File: src/rtl/cdb_arbiter_if.sv
// Producer-side request bus and CDB broadcast bundle for cdb_arbiter.
interface cdb_arbiter_if #(
  parameter int unsigned NUM_REQ  = 4,
  parameter int unsigned ROB_ID_W = 5,
  parameter int unsigned DATA_W   = 32
) ();
  logic [NUM_REQ-1:0]          req_valid;
  logic [NUM_REQ*ROB_ID_W-1:0] req_rob_id;
  logic [NUM_REQ*DATA_W-1:0]   req_value;
  logic [NUM_REQ-1:0]          req_ready;
  logic                        cdb_ready;
  logic [ROB_ID_W-1:0]         cdb_rob_id;
  logic [DATA_W-1:0]           cdb_value;
  logic [2:0]                  cdb_src;
  logic                        busy;

  modport master (
    output req_valid, req_rob_id, req_value,
    input  req_ready, cdb_ready, cdb_rob_id, cdb_value, cdb_src, busy
  );

  modport slave (
    input  req_valid, req_rob_id, req_value,
    output req_ready, cdb_ready, cdb_rob_id, cdb_value, cdb_src, busy
  );
endinterface

File: src/rtl/cdb_arbiter.sv
// Shares the ROB's ALU-side CDB write port among NUM_REQ producers:
// per-producer 2-entry FIFOs drained one per cycle by a round-robin scheduler.
module cdb_arbiter #(
  parameter int unsigned NUM_REQ  = 4,
  parameter int unsigned ROB_ID_W = 5,
  parameter int unsigned DATA_W   = 32
) (
  input  logic         clk_in,
  input  logic         rst_in,
  input  logic         rdy_in,
  input  logic         clear_in,
  cdb_arbiter_if.slave bus
);

  logic [ROB_ID_W-1:0] q_id  [NUM_REQ][2];
  logic [DATA_W-1:0]   q_val [NUM_REQ][2];
  logic                q_rd  [NUM_REQ];
  logic                q_wr  [NUM_REQ];
  logic [1:0]          q_cnt [NUM_REQ];

  logic [2:0]          rr_ptr;
  logic                cdb_ready_q;
  logic [ROB_ID_W-1:0] cdb_id_q;
  logic [DATA_W-1:0]   cdb_val_q;
  logic [2:0]          cdb_src_q;

  logic                active;
  logic [NUM_REQ-1:0]  nonempty;
  logic [NUM_REQ-1:0]  req_ready_w;
  logic [NUM_REQ-1:0]  push;
  logic [NUM_REQ-1:0]  grant_oh;
  logic                grant_valid;
  logic [2:0]          grant_idx;
  logic [2:0]          rr_next;
  logic [ROB_ID_W-1:0] head_id;
  logic [DATA_W-1:0]   head_val;

  assign active = rdy_in & ~clear_in;

  // Readiness depends only on the registered count, never on this cycle's pop.
  always_comb begin
    nonempty    = '0;
    req_ready_w = '0;
    push        = '0;
    for (int unsigned i = 0; i < NUM_REQ; i++) begin
      nonempty[i]    = (q_cnt[i] != 2'd0);
      req_ready_w[i] = active & (q_cnt[i] != 2'd2);
      push[i]        = bus.req_valid[i] & req_ready_w[i];
    end
  end

  // Rotating priority as two linear scans: [rr_ptr..N-1], then [0..rr_ptr-1].
  always_comb begin
    grant_valid = 1'b0;
    grant_idx   = '0;
    grant_oh    = '0;
    head_id     = '0;
    head_val    = '0;
    for (int unsigned k = 0; k < NUM_REQ; k++) begin
      if (!grant_valid && (k >= 32'(rr_ptr)) && nonempty[k]) begin
        grant_valid = 1'b1;
        grant_idx   = 3'(k);
      end
    end
    for (int unsigned k = 0; k < NUM_REQ; k++) begin
      if (!grant_valid && (k < 32'(rr_ptr)) && nonempty[k]) begin
        grant_valid = 1'b1;
        grant_idx   = 3'(k);
      end
    end
    for (int unsigned k = 0; k < NUM_REQ; k++) begin
      if (grant_valid && (grant_idx == 3'(k))) begin
        grant_oh[k] = 1'b1;
        head_id     = q_id[k][q_rd[k]];
        head_val    = q_val[k][q_rd[k]];
      end
    end
  end

  assign rr_next = (grant_idx == 3'(NUM_REQ - 1)) ? 3'd0 : grant_idx + 3'd1;

  // Queue pointers and occupancy.
  always_ff @(posedge clk_in or posedge rst_in) begin
    if (rst_in) begin
      for (int unsigned i = 0; i < NUM_REQ; i++) begin
        q_rd[i]  <= 1'b0;
        q_wr[i]  <= 1'b0;
        q_cnt[i] <= '0;
      end
    end else if (rdy_in) begin
      if (clear_in) begin
        for (int unsigned i = 0; i < NUM_REQ; i++) begin
          q_rd[i]  <= 1'b0;
          q_wr[i]  <= 1'b0;
          q_cnt[i] <= '0;
        end
      end else begin
        for (int unsigned i = 0; i < NUM_REQ; i++) begin
          if (push[i])
            q_wr[i] <= ~q_wr[i];
          if (grant_oh[i])
            q_rd[i] <= ~q_rd[i];
          case ({push[i], grant_oh[i]})
            2'b10:   q_cnt[i] <= q_cnt[i] + 2'd1;
            2'b01:   q_cnt[i] <= q_cnt[i] - 2'd1;
            default: q_cnt[i] <= q_cnt[i];
          endcase
        end
      end
    end
  end

  // Payload storage; stale slots are harmless because q_cnt governs validity.
  always_ff @(posedge clk_in) begin
    for (int unsigned i = 0; i < NUM_REQ; i++) begin
      if (push[i]) begin
        q_id[i][q_wr[i]]  <= bus.req_rob_id[i*ROB_ID_W +: ROB_ID_W];
        q_val[i][q_wr[i]] <= bus.req_value[i*DATA_W +: DATA_W];
      end
    end
  end

  // Registered broadcast and scheduler pointer.
  always_ff @(posedge clk_in or posedge rst_in) begin
    if (rst_in) begin
      rr_ptr      <= '0;
      cdb_ready_q <= 1'b0;
      cdb_id_q    <= '0;
      cdb_val_q   <= '0;
      cdb_src_q   <= '0;
    end else if (rdy_in) begin
      if (clear_in) begin
        rr_ptr      <= '0;
        cdb_ready_q <= 1'b0;
      end else if (grant_valid) begin
        rr_ptr      <= rr_next;
        cdb_ready_q <= 1'b1;
        cdb_id_q    <= head_id;
        cdb_val_q   <= head_val;
        cdb_src_q   <= grant_idx;
      end else begin
        cdb_ready_q <= 1'b0;
      end
    end
  end

  assign bus.req_ready  = req_ready_w;
  assign bus.cdb_ready  = cdb_ready_q;
  assign bus.cdb_rob_id = cdb_id_q;
  assign bus.cdb_value  = cdb_val_q;
  assign bus.cdb_src    = cdb_src_q;
  assign bus.busy       = cdb_ready_q | (|nonempty);

endmodule

File: src/flat_wrapper.sv
// flat-port wrapper written by rule: the top's interface ports become plain ports
module cdb_arbiter_flat 
#(
  parameter int unsigned NUM_REQ  = 4,
  parameter int unsigned ROB_ID_W = 5,
  parameter int unsigned DATA_W   = 32
)
  (clk_in, rst_in, rdy_in, clear_in, bus_req_valid, bus_req_rob_id, bus_req_value, bus_req_ready, bus_cdb_ready, bus_cdb_rob_id, bus_cdb_value, bus_cdb_src, bus_busy);
  cdb_arbiter_if #(.NUM_REQ(NUM_REQ), .ROB_ID_W(ROB_ID_W), .DATA_W(DATA_W)) bus_i ();
  input  logic clk_in;
  input  logic rst_in;
  input  logic rdy_in;
  input  logic clear_in;
  input wire logic [$bits(bus_i.req_valid)-1:0] bus_req_valid;
  input wire logic [$bits(bus_i.req_rob_id)-1:0] bus_req_rob_id;
  input wire logic [$bits(bus_i.req_value)-1:0] bus_req_value;
  output wire logic [$bits(bus_i.req_ready)-1:0] bus_req_ready;
  output wire logic [$bits(bus_i.cdb_ready)-1:0] bus_cdb_ready;
  output wire logic [$bits(bus_i.cdb_rob_id)-1:0] bus_cdb_rob_id;
  output wire logic [$bits(bus_i.cdb_value)-1:0] bus_cdb_value;
  output wire logic [$bits(bus_i.cdb_src)-1:0] bus_cdb_src;
  output wire logic [$bits(bus_i.busy)-1:0] bus_busy;
  assign bus_i.req_valid = bus_req_valid;
  assign bus_i.req_rob_id = bus_req_rob_id;
  assign bus_i.req_value = bus_req_value;
  assign bus_req_ready = bus_i.req_ready;
  assign bus_cdb_ready = bus_i.cdb_ready;
  assign bus_cdb_rob_id = bus_i.cdb_rob_id;
  assign bus_cdb_value = bus_i.cdb_value;
  assign bus_cdb_src = bus_i.cdb_src;
  assign bus_busy = bus_i.busy;
  cdb_arbiter #(.NUM_REQ(NUM_REQ), .ROB_ID_W(ROB_ID_W), .DATA_W(DATA_W)) u_core (.clk_in(clk_in), .rst_in(rst_in), .rdy_in(rdy_in), .clear_in(clear_in), .bus(bus_i));
endmodule
File: config.mk
export PLATFORM = sky130hd
export DESIGN_NAME = cdb_arbiter_flat
export DESIGN_NICKNAME = d
export VERILOG_FILES = /design/src/rtl/cdb_arbiter_if.sv /design/src/rtl/cdb_arbiter.sv /design/src/flat_wrapper.sv
export SDC_FILE = /design/constraint.sdc
export NUM_CORES = 1
export LEC_CHECK = 0
export CORE_MARGIN = 2
export CORE_UTILIZATION = 49
export CTS_BUF_LIST = sky130_fd_sc_hd__clkbuf_4 sky130_fd_sc_hd__clkbuf_8 sky130_fd_sc_hd__clkbuf_16
export DETAILED_ROUTE_END_ITERATION = 16
export PLACE_DENSITY = 0.73
export SLEW_MARGIN = 20
export SYNTH_ARGS = -nofsm -noshare
export SYNTH_HDL_FRONTEND = slang
export SYNTH_SLANG_ARGS = --single-unit
File: constraint.sdc
create_clock -name clk_in -period 2.8 [get_ports clk_in]
set_clock_uncertainty 0.2 [all_clocks]
set_input_delay 0.56 -clock clk_in [delete_from_list [all_inputs] [get_ports clk_in]]
set_output_delay 0.56 -clock clk_in [all_outputs]
set_load 0.005 [all_outputs]
==> results of run 1 <==
-- worst max path at each step --
stage | endpoint | from | cells past startpoint | slack (ns)
after floorplan | u_core.bus.cdb_rob_id[0] | u_core.q_cnt[2] | 12 | -0.09
after global placement | u_core.q_cnt[3] | u_core.q_cnt[6] | 9 | -0.07
after detailed placement | u_core.bus.cdb_rob_id[1] | u_core.q_cnt[2] | 9 | -0.14
after CTS | u_core.bus.cdb_rob_id[4] | u_core.q_cnt[3] | 10 | -0.003
after global routing | u_core.bus.cdb_rob_id[4] | u_core.q_cnt[2] | 9 | -0.12
final | u_core.bus.cdb_value[9] | u_core.q_cnt[2] | 9 | -0.01
-- worst reg2reg max path, stage by stage, from the launching register on --
cell and delay, ns:
dfrtp_1 0.43, o21ba_2 0.23, o21a_1 0.16, a311o_1 0.37
ha_2 0.22, or3b_4 0.41, buf_12 0.17, o21ai_0 0.20
a211oi_1 0.06, o31ai_1 0.26
-- state kept, by name, indices dropped and copies added (netlist names) --
name	flops
u_core.q_cnt	8
u_core.bus.cdb_value	32
u_core.bus.cdb_ready	1
u_core.q_val	256
u_core.bus.cdb_rob_id	5
u_core.rr_ptr	2
u_core.bus.cdb_src	2
u_core.q_wr	4
u_core.q_rd	4
u_core.q_id	40
-- power by group --
| part | total (uW) | switching (uW) | internal (uW) |
|---|---|---|---|
| clock | 4830 | 1920 | 2910 |
| combinational | 6780 | 3650 | 3130 |
| sequential | 6690 | 418 | 6270 |
| total | 18300 | 5990 | 12300 |
-- per-stage QoR --
| stage | hold slack, ns | setup TNS, ns | instances | area (um^2) | util |
|---|---|---|---|---|---|
| final | 0.165 | -0.0108 | 1589 | 18700 | 0.648 |
| after global routing | 0.205 | -2.25 | 1589 | 18700 | 0.648 |
| after CTS | 0.170 | -0.00325 | 1587 | 18600 | 0.646 |
| after detailed placement | 0.267 | -3.40 | 1522 | 17400 | 0.603 |
| after global placement | 0.265 | -0.629 | 1522 | 17400 | 0.603 |
| after floorplan | 0.270 | -2.49 | 936 | 14500 | - |
-- kinds of logic after synthesis --
| kind of cell | count (synthesis) |
|---|---|
| flops | 354 |
| compound gates | 205 |
| mux | 155 |
| simple gates | 133 |
| buf+inv | 78 |
| xor+xnor | 6 |
| fa+ha+maj | 4 |
| other cells | 1 |
-- area by class of cell --
cell class / instances / area, um^2
repair buffers: 267 / 2780
clock inverters: 16 / 166
clock buffers: 49 / 1050
inverters: 13 / 48.8
multi-input cells: 504 / 3830
flip-flops and latches: 354 / 10300
diodes: 2 / 5.00
well taps: 384 / 480
fillers: 2103 / 10200
-- Yosys cell counts (all sizes together) (3+ instances only) --
library cell | number | area, um^2
edfxtp | 296 | 8890
o21ai | 89 | 475
mux2i | 81 | 811
mux2 | 74 | 833
dfrtp | 58 | 1450
nor2 | 50 | 188
nand2 | 49 | 184
a211oi | 42 | 315
o31ai | 41 | 308
clkbuf | 39 | 146
buf | 26 | 181
inv | 13 | 48.8
nand2b | 9 | 56.3
a21oi | 8 | 40.0
and3 | 5 | 31.3
o2bb2ai | 5 | 43.8
xnor2 | 5 | 43.8
ha | 4 | 50.1
nand3 | 4 | 20.0
a21boi | 3 | 22.5
nand4b | 3 | 26.3
nor2b | 3 | 18.8
nor4 | 3 | 25.0
-- per-layer routing --
| layer | vias to the layer above | wire length [um] | share of wire | global-route usage |
|---|---|---|---|---|
| met1 | 4443 | 14600 | 0.42 | 0.303 |
| met5 | - | 11 | 0.00031 | 0 |
| met2 | 317 | 17500 | 0.50 | 0.383 |
| met3 | 48 | 2210 | 0.063 | 0.0396 |
| li1 | 4081 | - | - | - |
| met4 | 2 | 736 | 0.021 | 0.0678 |
-- timing repair --
action	4_1_cts	5_1_grt
setup endpoints to repair	43	41
pin swaps	4	15
gates resized for setup	12	20
==> metrics.md, run 1 <==
| Metric | Value |
|---|---|
| Synth warn | `0` |
| Vias in the first global route | `about 9000` |
| Highest-count cells in the layout ignoring fill and taps | `edfxtp_1 (296), clkdlybuf4s50_1 (198), mux2i_1 (81), mux2_2 (74), o21ai_0 (62)` |
| Actual slew at the worst max-slew pin | `between 0.5 and 0.6 ns` |
| Final wirelength | `35000 um` |
| Via density | `between 5 and 6` |
| CP Class | `flip-flop to flip-flop` |
| Failing checks | `setup timing` |
| Die H | `176 um` |
| Final Setup Violations | `1` |
| Routability cong. | `a little over 0.9` |
| Main combinational cell family by area after synthesis | `multiplexers` |
| Synthesized cell area | `~0.014 mm^2` |
| Commonest non-fill, non-tap cell in the layout | `edfxtp_1` |
| Initial antenna violation count | `3` |
| Max-Slew Margin vs Limit | `0.651` |
| Peak Freq | `around 360 MHz` |
| CP Cell Sequence | `o21ba_2, o21a_1, a311o_1, ha_2, or3b_4, buf_12, o21ai_0, a211oi_1, o31ai_1` |
| Sink Count | `approximately 350` |
| Post-synth cell types | `52` |
| Worst reg2reg startpoint | `u_core.q_cnt[2]` |
| CTS tree | `built` |
| Worst path required time | `about 3.0 ns` |
| Status | `finished, violations left` |
| Adder-cell share of the synthesized area | `0.00347` |
| Initial Utilization | `0.500` |
| Clock transition at path regs | `around 0.070 ns` |
| Slew Limit Fails | `0` |
| H-tree levels | `2` |
| Post-Synth XOR/XNOR Area | `0.00364` |
| Post-synthesis compound-gate area fraction | `0.0937` |
| Later-pin clock latency in the skew report | `0.51 ns` |
| Area grow syn2layout | `29.7%` |
| Gr ovfl total | `0` |
| Die area | `0.0308 mm^2` |
| Post-synthesis sequential area ratio | `0.717` |
| Crit end category | `flip-flop` |
| Async set-reset flop share out of synthesis | `0.164` |
| Crit path setup slack, layout | `-0.0108 ns` |
| Pwr dens | `between 900 and 1000 mW/mm^2` |
| Synth Instances | `936` |
| Worst vdd ir | `approximately 570 uV` |
| Slowest stage cell on the critical path | `dfrtp_1` |
| CTS Hold Bufs | `0` |
| Die width | `between 150 and 200 um` |
| Antenna Nets Post-Route | `0` |
| Number of synthesized flops with an enable pin | `slightly below 300` |
| Period utilization | `1.00` |
| All-layer global routing usage | `0.227` |
| Delay-heaviest family, CP | `compound AO/OA/AOI/OAI gates` |
| Core ar. | `between 0.02 and 0.03 mm^2` |
| Layout cell share with drive strength beyond 1 | `0.204` |
| Dpl ws | `-0.137 ns` |
| CP bufs+invs | `1` |
| CTS Root Cell | `clkbuf_16` |
| CP startpoint kind | `flip-flop` |
| Post-DP HPWL | `approximately 23000 um` |
| Leak Pwr | `around 0.0066 uW` |
| R2R setup slack | `-0.01 ns` |
| Fin crit period | `about 2.8 ns` |
| Max incr delay on CP | `0.43 ns` |
| Initial drt markers | `roughly 960` |
| Mean Syn Cell Area | `approximately 15 um^2` |
| # DRC | `0` |
| Worst R2R End | `u_core.bus.cdb_value[9]` |
| Max-cap viol count | `0` |
| CTS Buf Count | `36` |
| HP Class | `input pin to asynchronous set/reset pin` |
| Final hold vios | `0` |
| Port bufs | `200` |
| Mux share of post-synthesis cell area | `0.114` |
| Net count, final | `1336` |
| RSZ-0062 raised after global routing | `true` |
| Total power | `roughly 18000 uW` |
| Reg2Reg Depth | `9` |
| Routed len/inst | `22.0 um` |
| First-pass GRT wire length | `roughly 53000 um` |
| Largest net degree at the start of global routing | `45` |
| Vias | `8891` |
| Synth Area in Simple Gates | `0.0419` |
| I/O pin cnt | `202` |
| Ys flop type | `edfxtp_1` |
| CTS max path bufs | `3` |
| Postcts setup bufs | `0` |
| Pre-antenna DRT Iters | `5` |
| Row cnt | `62` |
| CP arrival | `3.02 ns` |
| Syn Nets | `1096` |
| Number of synthesized register bits | `about 350` |
| Critical Path Fanout Max | `21` |
Note: power is estimated with default switching activity, not from simulation.
==> run 2: changes to the inputs <==
--- a/constraint.sdc
+++ b/constraint.sdc
@@ -4,2 +4,2 @@
 set_output_delay 0.56 -clock clk_in [all_outputs]
-set_load 0.005 [all_outputs]
+set_load 0.1 [all_outputs]
==> run 2 against run 1 <==
  * Register-to-register slack about the same
  * Clock power down 2%
  * Hold slack better by 0.087 ns
  * Largest power group unchanged
  * Via count down 0.99%
  * Final cell count up 0.25%
  * Global-route usage down 0.48 points
  * Sequential share of layout area down 0.45 points
  * Combinational power up 34%
  * Total power up 12%
  * First-iteration DRC count down 28%
  * Non-clock buffer count up 3
  * Highest routed layer is now met4
  * The flow now finishes without violations
==> metrics.md, run 2 (synthesized netlist as in run 1, its figures left out) <==
| Metric | Value |
|---|---|
| Max-Slew Margin vs Limit | `0.618 (was 0.651)` |
| CTS Root Cell | `clkbuf_16 (unchanged)` |
| Critical Path Fanout Max | `7 (was 21)` |
| Fin crit period | `2.80 ns (was 2.81 ns)` |
| Pre-antenna DRT Iters | `4 (was 5)` |
| Worst vdd ir | `864 uV (was 573 uV)` |
| Leak Pwr | `0.00669 uW (was 0.00656 uW)` |
| Initial Utilization | `0.500 (unchanged)` |
| Internal | `12500 uW (was 12300 uW)` |
| Die width | `176 um (unchanged)` |
| Clock transition at path regs | `0.06 ns (was 0.07 ns)` |
| Total power | `20500 uW (was 18300 uW)` |
| All-layer global routing usage | `0.222 (was 0.227)` |
| Sink Count | `354 (unchanged)` |
| CP bufs+invs | `1 (unchanged)` |
| Worst reg2reg startpoint | `u_core.q_cnt[3] (was u_core.q_cnt[2])` |
| R2R setup slack | `0.0008 ns (was -0.01 ns)` |
| Fillcell total | `2032 (was 2103)` |
| Core ar. | `0.0289 mm^2 (unchanged)` |
| Reg2Reg Depth | `9 (unchanged)` |
| CP startpoint kind | `flip-flop (unchanged)` |
| Vias | `8803 (was 8891)` |
| Worst path required time | `3.01 ns (about the same)` |
| Commonest non-fill, non-tap cell in the layout | `edfxtp_1 (unchanged)` |
| I/O pin cnt | `202 (unchanged)` |
| Net Sw Frac | `0.389 (was 0.328)` |
| Dpl cell area | `0.0174 mm^2 (about the same)` |
| Worst setup path start | `u_core.q_cnt[3] (was u_core.q_cnt[2])` |
| Vias in the first global route | `9044 (was 9125)` |
| Crit path setup slack, layout | `0.000837 ns (was -0.0108 ns)` |
| # DRC | `0 (unchanged)` |
| Die H | `176 um (unchanged)` |
| Initial antenna violation count | `3 (unchanged)` |
| Final hold vios | `0 (unchanged)` |
| Max incr delay on CP | `0.49 ns (was 0.43 ns)` |
| CP Class | `flip-flop to flip-flop (unchanged)` |
| Max reg flops | `256 (unchanged)` |
| Period utilization | `1.00 (about the same)` |
| Port bufs | `200 (unchanged)` |
| Status | `finished, final reports clean (was finished, violations left)` |
| Largest net degree at the start of global routing | `59 (was 45)` |
| HP Class | `input pin to asynchronous set/reset pin (unchanged)` |
| Gr ovfl total | `0 (unchanged)` |
| CTS Buf Count | `36 (unchanged)` |
| Slowest stage cell on the critical path | `or3b_4 (was dfrtp_1)` |
| Logic gate share of total power | `0.444 (was 0.370)` |
| Area grow syn2layout | `30.7% (was 29.7%)` |
| Antenna Nets Post-Route | `0 (unchanged)` |
| Worst R2R End | `u_core.bus.cdb_value[27] (was u_core.bus.cdb_value[9])` |
| Clock power share | `0.231 (was 0.264)` |
| Dpl ws | `-0.158 ns (was -0.137 ns)` |
| Row cnt | `62 (unchanged)` |
| Post-DP HPWL | `23400 um (was 23300 um)` |
| First-pass GRT wire length | `51600 um (was 52600 um)` |
| H-tree levels | `2 (unchanged)` |
| Die area | `0.0308 mm^2 (unchanged)` |
| Net count, final | `1339 (was 1336)` |
| Routed len/inst | `21.8 um (was 22.0 um)` |
| Peak Freq | `357 MHz (was 356 MHz)` |
| CTS max path bufs | `3 (unchanged)` |
| Pwr dens | `1090 mW/mm^2 (was 978 mW/mm^2)` |
| CP Cell Sequence | `o21ba_4, o21a_1, a311o_1, ha_4, or3b_4, buf_12, o21ai_2, a211oi_2, o31ai_1 (was o21ba_2, o21a_1, a311o_1, ha_2, or3b_4, buf_12, o21ai_0, a211oi_1, o31ai_1)` |
| Slew Limit Fails | `0 (unchanged)` |
| Crit end category | `flip-flop (unchanged)` |
| Later-pin clock latency in the skew report | `0.52 ns (was 0.51 ns)` |
| Final wirelength | `34800 um (was 35000 um)` |
| NetSw | `7970 uW (was 5990 uW)` |
| Via density | `5.53 (was 5.60)` |
| Routability cong. | `0.844 (was 0.921)` |
| Final Setup Violations | `0 (was 1)` |
| Initial drt markers | `693 (was 956)` |
| CP arrival | `3.01 ns (was 3.02 ns)` |
| Highest-count cells in the layout ignoring fill and taps | `edfxtp_1 (296), clkdlybuf4s50_1 (155), buf_4 (84), mux2i_1 (81), mux2_2 (74) (was edfxtp_1 (296), clkdlybuf4s50_1 (198), mux2i_1 (81), mux2_2 (74), o21ai_0 (62))` |
| Max-cap viol count | `0 (unchanged)` |
| CTS tree | `built (unchanged)` |
| Delay-heaviest family, CP | `compound AO/OA/AOI/OAI gates (unchanged)` |
| RSZ-0062 raised after global routing | `true (unchanged)` |
| Layout cell share with drive strength beyond 1 | `0.267 (was 0.204)` |
| Sequential share of power | `0.326 (was 0.365)` |
| Actual slew at the worst max-slew pin | `0.574 ns (was 0.524 ns)` |
| Final Cell Area | `0.0189 mm^2 (was 0.0187 mm^2)` |
[run 2: how the worst max path moves through the flow]
stage / end / cells after the start
floorplan: u_core.q_id[2][5] / 6
global placement: u_core.bus.cdb_value[16] / 9
detailed placement: u_core.bus.cdb_value[13] / 9
CTS: u_core.bus.cdb_value[27] / 9
global route: u_core.bus.cdb_value[29] / 10
finish: u_core.bus.cdb_value[27] / 9
[run 2: routing by layer]
metal	vias up	part of all wire	global-route usage
met5	-	0	0
met4	0	0.026	0.0737
met3	51	0.061	0.0396
met2	311	0.49	0.367
met1	4361	0.43	0.300
li1	4080	-	-
[run 2: what timing repair did]
item	in CTS	in global routing
pin swaps	2	32
gates resized for setup	5	48
hold buffers	0	0
setup endpoints to repair	37	36
setup buffers	3	0
gates cloned	0	1
[run 2: metrics by stage]
step                hold slack (ns)  std cells  TNS [ns]  utilization
floorplan                     0.294        936    -10.29            -
global placement              0.265       1521    -0.485        0.603
detailed placement            0.268       1521     -3.30        0.603
CTS                           0.249       1589   -0.0176        0.646
global route                  0.274       1593     -1.20        0.653
finish                        0.252       1593         0        0.653
[run 2: layout make-up]
cell class | instances | area (um^2) | share of cell area
sequential | 354 | 10300 | 0.549
multi-input combinational | 504 | 4010 | 0.213
timing repair buffer | 270 | 2770 | 0.147
clock buffer | 53 | 1060 | 0.0565
tap | 384 | 480 | 0.0255
clock inverter | 12 | 126 | 0.00670
inverter | 13 | 48.8 | 0.00259
antenna | 3 | 7.51 | 0.000398
[run 2: power by group through the flow]
| stage | logic (uW) | registers (uW) | clock network [uW] |
|---|---|---|---|
| after floorplan | 4320 | 8150 | 0 |
| after global placement | 8150 | 6750 | 0 |
| after detailed placement | 8290 | 6770 | 0 |
| after CTS | 8420 | 6670 | 4820 |
| after global routing | 9710 | 6720 | 5020 |
| final | 9090 | 6670 | 4730 |
[run 2: tightest hold or removal path, stage by stage]
cell and delay, ns:
clkdlybuf4s50_1 0.41, inv_2 0.08, buf_12 0.32
